File: src/rtl/sigma_delta_dac_mc_pkg.sv
// Shared definitions for the multi-channel sigma-delta DAC: order encoding,
// integrator width offsets and the saturating clamp used by the second-order loop.
package sigma_delta_dac_mc_pkg;

   typedef enum logic {
      ORDER1 = 1'b0,
      ORDER2 = 1'b1
   } order_e;

   // Integrator widths relative to the sample width: i1 is WIDTH+3, i2 is WIDTH+5.
   localparam int I1_EXTRA = 3;
   localparam int I2_EXTRA = 5;

   localparam int WIDE_W = 64;
   typedef logic signed [WIDE_W-1:0] wide_t;

   function automatic wide_t sat(input wide_t x, input int w);
      wide_t hi;
      wide_t lo;
      hi = (wide_t'(1) <<< (w - 1)) - wide_t'(1);
      lo = -hi - wide_t'(1);
      if (x > hi) return hi;
      if (x < lo) return lo;
      return x;
   endfunction

endpackage

File: src/rtl/sd_mod_channel.sv
// One DAC channel: input latch, soft-mute ramp of the working value, and a
// first- or second-order modulator producing a registered 1-bit output.
module sd_mod_channel
   import sigma_delta_dac_mc_pkg::*;
#(
   parameter int WIDTH     = 16,
   parameter int SIGNED_IN = 1,
   parameter int RAMP_STEP = 256
) (
   input  logic             CLK,
   input  logic             RESET,
   input  logic             ce,
   input  logic             in_valid,
   input  logic [WIDTH-1:0] in_data,
   input  order_e           order_q,
   input  logic             order_chg,
   input  logic             mute,
   input  logic             mute_chg,
   output logic             at_mid,
   output logic             dac_out
);

   localparam int I1_W = WIDTH + I1_EXTRA;
   localparam int I2_W = WIDTH + I2_EXTRA;
   localparam logic [WIDTH-1:0] MID    = {1'b1, {(WIDTH-1){1'b0}}};
   localparam logic [WIDTH-1:0] STEP_N = WIDTH'(RAMP_STEP);
   localparam logic [WIDTH:0]   STEP_W = (WIDTH+1)'(RAMP_STEP);

   logic [WIDTH-1:0]       latch_q, latch_d;
   logic [WIDTH-1:0]       cur_q, cur_d;
   logic [WIDTH-1:0]       acc_q, acc_d;
   logic signed [I1_W-1:0] i1_q, i1_d, i1_next;
   logic signed [I2_W-1:0] i2_q, i2_d, i2_next;
   logic                   ramp_q, ramp_d;
   logic                   dac_q, dac_d;
   logic [WIDTH-1:0]       in_u, target;
   logic [WIDTH:0]         acc_sum;
   logic                   ramp_now;
   wide_t                  v, fb;

   // NOTE: every _d takes its hold value first, so no path through this block infers a latch.
   always_comb begin
      latch_d = latch_q;
      cur_d   = cur_q;
      acc_d   = acc_q;
      i1_d    = i1_q;
      i2_d    = i2_q;
      ramp_d  = ramp_q;
      dac_d   = dac_q;

      in_u     = (SIGNED_IN != 0) ? (in_data ^ MID) : in_data;
      target   = mute ? MID : latch_q;
      ramp_now = ramp_q | mute_chg;
      acc_sum  = {1'b0, acc_q} + {1'b0, cur_q};
      v        = wide_t'(cur_q) - wide_t'(MID);
      fb       = dac_q ? wide_t'(MID) : -wide_t'(MID);
      i1_next  = I1_W'(sat(wide_t'(i1_q) + v - fb, I1_W));
      i2_next  = I2_W'(sat(wide_t'(i2_q) + wide_t'(i1_next) - fb, I2_W));

      if (in_valid) latch_d = in_u;

      if (ce) begin
         if (!ramp_now) begin
            cur_d = latch_q;
         end else begin
            if (cur_q < target)
               cur_d = (({1'b0, target} - {1'b0, cur_q}) <= STEP_W) ? target : cur_q + STEP_N;
            else if (cur_q > target)
               cur_d = (({1'b0, cur_q} - {1'b0, target}) <= STEP_W) ? target : cur_q - STEP_N;
            // Unmuted ramps end once target is reached; muted channels stay parked in RAMP.
            ramp_d = mute || (cur_d != target);
         end

         if (order_chg) begin
            acc_d = '0;
            i1_d  = '0;
            i2_d  = '0;
         end else if (order_q == ORDER1) begin
            acc_d = acc_sum[WIDTH-1:0];
            dac_d = acc_sum[WIDTH];
         end else begin
            i1_d  = i1_next;
            i2_d  = i2_next;
            dac_d = ~i2_next[I2_W-1];
         end
      end
   end

   // NOTE: state flops use non-blocking assignment only, and every one of them, the input latch included, gets a reset value.
   always_ff @(posedge CLK or posedge RESET) begin
      if (RESET) begin
         latch_q <= MID;
         cur_q   <= MID;
         acc_q   <= '0;
         i1_q    <= '0;
         i2_q    <= '0;
         ramp_q  <= 1'b1;
         dac_q   <= 1'b0;
      end else begin
         latch_q <= latch_d;
         cur_q   <= cur_d;
         acc_q   <= acc_d;
         i1_q    <= i1_d;
         i2_q    <= i2_d;
         ramp_q  <= ramp_d;
         dac_q   <= dac_d;
      end
   end

   assign at_mid  = (cur_q == MID);
   assign dac_out = dac_q;

endmodule

File: src/rtl/sigma_delta_dac_mc.sv
// Multi-channel sigma-delta DAC top: shared order/mute tracking, per-channel
// modulators, and the registered all-channels-muted flag.
module sigma_delta_dac_mc
   import sigma_delta_dac_mc_pkg::*;
#(
   parameter int WIDTH     = 16,
   parameter int CHANNELS  = 2,
   parameter int SIGNED_IN = 1,
   parameter int RAMP_STEP = 256
) (
   input  logic                      CLK,
   input  logic                      RESET,
   input  logic                      ce,
   input  logic                      in_valid,
   input  logic [CHANNELS*WIDTH-1:0] in_data,
   input  logic                      order_sel,
   input  logic                      mute,
   output logic                      muted,
   output logic [CHANNELS-1:0]       DACout
);

   order_e              order_q, order_d;
   logic                mute_q, mute_d;
   logic                muted_q, muted_d;
   logic                order_chg, mute_chg;
   logic [CHANNELS-1:0] at_mid;

   always_comb begin
      order_chg = ce && (order_e'(order_sel) != order_q);
      mute_chg  = ce && (mute != mute_q);
      order_d   = ce ? order_e'(order_sel) : order_q;
      mute_d    = ce ? mute : mute_q;
      muted_d   = mute && (&at_mid);
   end

   // muted runs every clock; order and mute tracking advance only on ce ticks.
   always_ff @(posedge CLK or posedge RESET) begin
      if (RESET) begin
         order_q <= ORDER1;
         mute_q  <= 1'b0;
         muted_q <= 1'b0;
      end else begin
         order_q <= order_d;
         mute_q  <= mute_d;
         muted_q <= muted_d;
      end
   end

   assign muted = muted_q;

   for (genvar k = 0; k < CHANNELS; k++) begin : g_ch
      sd_mod_channel #(
         .WIDTH     (WIDTH),
         .SIGNED_IN (SIGNED_IN),
         .RAMP_STEP (RAMP_STEP)
      ) u_ch (
         .CLK       (CLK),
         .RESET     (RESET),
         .ce        (ce),
         .in_valid  (in_valid),
         .in_data   (in_data[k*WIDTH +: WIDTH]),
         .order_q   (order_q),
         .order_chg (order_chg),
         .mute      (mute),
         .mute_chg  (mute_chg),
         .at_mid    (at_mid[k]),
         .dac_out   (DACout[k])
      );
   end

endmodule
File: config.mk
export PLATFORM = sky130hd
export DESIGN_NAME = sigma_delta_dac_mc
export DESIGN_NICKNAME = d
export VERILOG_FILES = /design/src/rtl/sigma_delta_dac_mc_pkg.sv /design/src/rtl/sd_mod_channel.sv /design/src/rtl/sigma_delta_dac_mc.sv
export SDC_FILE = /design/constraint.sdc
export NUM_CORES = 1
export LEC_CHECK = 0
export ABC_CLOCK_PERIOD_IN_PS = 9530
export BUFFER_PORTS_ARGS = -buffer_cell sky130_fd_sc_hd__buf_2
export CORE_UTILIZATION = 40
export DETAILED_ROUTE_END_ITERATION = 7
export GPL_TIMING_DRIVEN = 0
export MAX_ROUTING_LAYER = met4
export PLACE_DENSITY = 0.54
export SETUP_SLACK_MARGIN = 0.3
export SLEW_MARGIN = 5
export SYNTH_ARGS = -nofsm -noshare
export SYNTH_HDL_FRONTEND = slang
export SYNTH_SLANG_ARGS = --single-unit
export TNS_END_PERCENT = 10
File: constraint.sdc
create_clock -name CLK -period 9.53 [get_ports CLK]
set_clock_uncertainty 0.2 [all_clocks]
set_input_delay 1.906 -clock CLK [delete_from_list [all_inputs] [get_ports CLK]]
set_output_delay 1.906 -clock CLK [all_outputs]
set_load 0.005 [all_outputs]
==> out/metrics.yaml <==
worst_setup_path:
  r2r_start: "g_ch[0].u_ch.cur_q[13]"
  crit_type: "register to register"
  reg2reg_slack_ps: -280
  cp_max_fo: 9
  slowest_delay_ps: 560
  cp.required_ps: 9770
  crit_path_frequent_cell: "a21o_1"
  timing.rr.end: "g_ch[0].u_ch.i2_q[6]"
  startpoint_type: "register"
  worstRegToRegCells: 45
  crit_arrival_ps: 10060
  crit_slowest_cell: "fa_1"
  cp-end-kind: "register"
cells_and_area:
  nets: 3186
  drive_gt1_share_pct: 16.8
  stdcell_count: 3549
  areaGrowthSynthToFinish_pct: 15.4
  nFillCells: 5378
  design_area_mm2: 0.0254
floorplanning:
  ios: 41
  rows: 85
  core-area_mm2: 0.0540
  die_x_um: 236
  die_height_um: 236
  initial_core_util_pct: 40.7
  die_area_mm2: 0.0559
grt:
  grt_pass1_vias: 19700
  grt_pass1_wl_um: 109000
  grt_use_met3_pct: 3.44
  gr-total-overflow: 0
  grtUsageMet2_pct: 40.3
  antenna_found_initial: 1
  grt_use_met1_pct: 33.5
  grt_use_total_pct: 25.1
  grt_max_degree: 110
  grt_most_used_layer: "met2"
logic_synthesis:
  netlist_area_mm2: 0.0220
  synth_cells: 2693
  synth_seq_cells: 183
  synth_fp_nets: 3041
  synth_cell_type_count: 113
  synthArstFlopShare_pct: 100
  synth_edf_count: 0
  yosysSeqAreaShare_pct: 20.9
  yosys_most_used_dff: "dfrtp_1"
  avgSynthCellArea_um2: 8.16
  ys_warn_count: 0
sta:
  report.final.slew_viol_count: 0
  max_clock_freq_mhz: 102
  setup_violations: 40
  worstMarginPinSlew_ps: 959
  fin_crit_ps: 9810
  fin_ws_ps: -285
  rsz0062_at_grt: "yes"
  slew_headroom_pct: 36.0
  period_share_pct: 103
  final_hold_viol_count: 0
worst_hold_path:
  min-delay-start: "g_ch[0].u_ch.i1_q[2]"
  min_path_type: "register to register"
  hold_end: "g_ch[0].u_ch.i1_q[2]"
  whs_path_depth: 2
clock_network:
  root_buffer: "clkbuf_16"
  path_clk_slew_ps: 80
  clockBufferDepth: 2
  cts.sinks: 183
  clock_latency_ps: 510
  hold_buffers: 0
  cts_tree: "built"
  cts_max_level: 4
  cts_buffers: 17
flow_run:
  drv_cap: 0
drt:
  drtIter0Drc: 1371
  dr.pass1.iters: 5
  vias_per_cell: 5.67
  route.detailed.drc: 0
  via_count: 20100
  routed_wirelength_um: 67800
  wl_per_cell_um: 19.1
  drtAntennaViolNets: 0
outcome:
  status: "finished with violations"
  violations: "negative setup slack"
place:
  hpwlAfterDp_um: 51300
  place_congestion: 0.925
  place_inst: 3427
  dpl_cell_area_mm2: 0.0233
  io_buffers: 36
## layer usage
metal  share of wire (%)  vias up
li1                    -     9879
met1                  48     9820
met2                  47      359
met3                 3.5       66
met4                 1.7        0
met5                   0        -
## logic make-up after synthesis
family | after synthesis | share of synthesized area, %
and+or+nand+nor | 792 | 18.6
AOI/OAI and AO/OA | 773 | 24.2
adders and majority gates | 310 | 19.8
buffers and inverters | 431 | 7.83
DFF | 183 | 20.9
xor gates and xnor gates | 138 | 5.50
muxes | 66 | 3.26
## cells in the mapped netlist, types with 44 or more instances
cell type / instances / share of area (%)
nor3_1: 44 / 1.0
clkbuf_1: 70 / 1.2
xnor2_1: 102 / 4.1
nand2_1: 257 / 4.4
a22o_1: 44 / 1.8
o21ai_0: 154 / 3.5
a21o_1: 61 / 2.1
nor2_1: 144 / 2.5
a21oi_1: 198 / 4.5
dfrtp_1: 177 / 20
inv_1: 322 / 5.5
fa_1: 62 / 5.6
ha_1: 248 / 14
nand3_1: 50 / 1.1
## per-stage QoR
stage | util (%) | hold WS [ps] | setup TNS (ps) | worst slack (ps)
floorplan | - | 250 | 0 | 309
global placement | 43.0 | 264 | -130510 | -1380
detailed placement | 43.1 | 270 | -57460 | -1500
CTS | 46.4 | 288 | -3990 | -281
global route | 46.9 | 309 | -24600 | -712
finish | 46.9 | 280 | -7010 | -285
## cell usage in the layout (no fill, tap or decap), types with 16 or more instances in the layout
master	instances
nor2_1	143
a21o_1	60
a221o_1	24
a21oi_2	30
mux2i_1	25
ha_4	18
nand3_1	49
nor2b_1	27
fa_1	59
a211oi_1	21
buf_2	52
inv_1	295
o21ai_0	146
o21a_1	33
buf_4	100
a21oi_1	170
xor2_1	36
dfrtp_2	24
o211ai_1	18
a31oi_1	17
clkbuf_16	18
xnor2_1	102
or3_1	25
nor3_1	39
inv_2	16
clkbuf_1	57
a22oi_1	20
and2_1	18
nand2b_1	31
nor4_1	21
a22o_1	44
and3_1	21
nand4_1	35
nand2_1	254
dfrtp_1	153
mux2_2	40
ha_1	227
## worst max-delay path by stage
stage | from | depth (start not counted) | to | slack (ps)
floorplan | g_ch[0].u_ch.dac_out | 43 | g_ch[0].u_ch.i2_q[18] | 310
global placement | g_ch[0].u_ch.dac_out | 42 | g_ch[0].u_ch.i2_q[6] | -1380
detailed placement | g_ch[0].u_ch.dac_out | 41 | g_ch[0].u_ch.i2_q[18] | -1500
CTS | g_ch[1].u_ch.cur_q[2] | 49 | g_ch[1].u_ch.i2_q[19] | -280
global route | g_ch[1].u_ch.cur_q[1] | 49 | g_ch[1].u_ch.i2_q[19] | -710
finish | g_ch[0].u_ch.cur_q[13] | 45 | g_ch[0].u_ch.i2_q[6] | -280
## worst max-delay path, delay by kind of cell, from the launching register on
| family | cells | cell delay (ps) |
|---|---|---|
| adders and majority gates | 6 | 2040 |
| DFF | 1 | 510 |
| and+or+nand+nor | 14 | 2850 |
| buffers and inverters | 9 | 1210 |
| AOI/OAI and AO/OA | 16 | 2950 |
## what timing repair did
item,in CTS,in global routing
resized for setup,159,38
endpoints found under the setup margin,43,41
gates cloned,4,0
pin swaps,96,37
buffers inserted,68,16
## sequential cells by signal, indices dropped and copies added (netlist names)
| name | count |
|---|---|
| g_ch.u_ch.latch_q | 32 |
| g_ch.u_ch.acc_q | 32 |
| g_ch.u_ch.i2_q | 42 |
| g_ch.u_ch.cur_q | 32 |
| g_ch.u_ch.ramp_q | 2 |
| mute_q | 1 |
| order_q | 1 |
| muted | 1 |
| g_ch.u_ch.dac_out | 2 |
| g_ch.u_ch.i1_q | 38 |
## cell type report
class,instances,area [um^2],share of cell area [%]
Clock buffer,17,425,1.68
Buffer,107,614,2.42
Timing Repair Buffer,126,913,3.60
Multi-Input combinational cell,2079,16500,64.9
Antenna cell,2,5.00,0.0197
Sequential cell,183,4620,18.2
Tap cell,696,871,3.43
Inverter,324,1270,5.02
Clock inverter,15,175,0.691
Power is left out: the tool's default activity adds up to more than one toggle a clock period on the data nets, which glitch-free logic cannot reach.
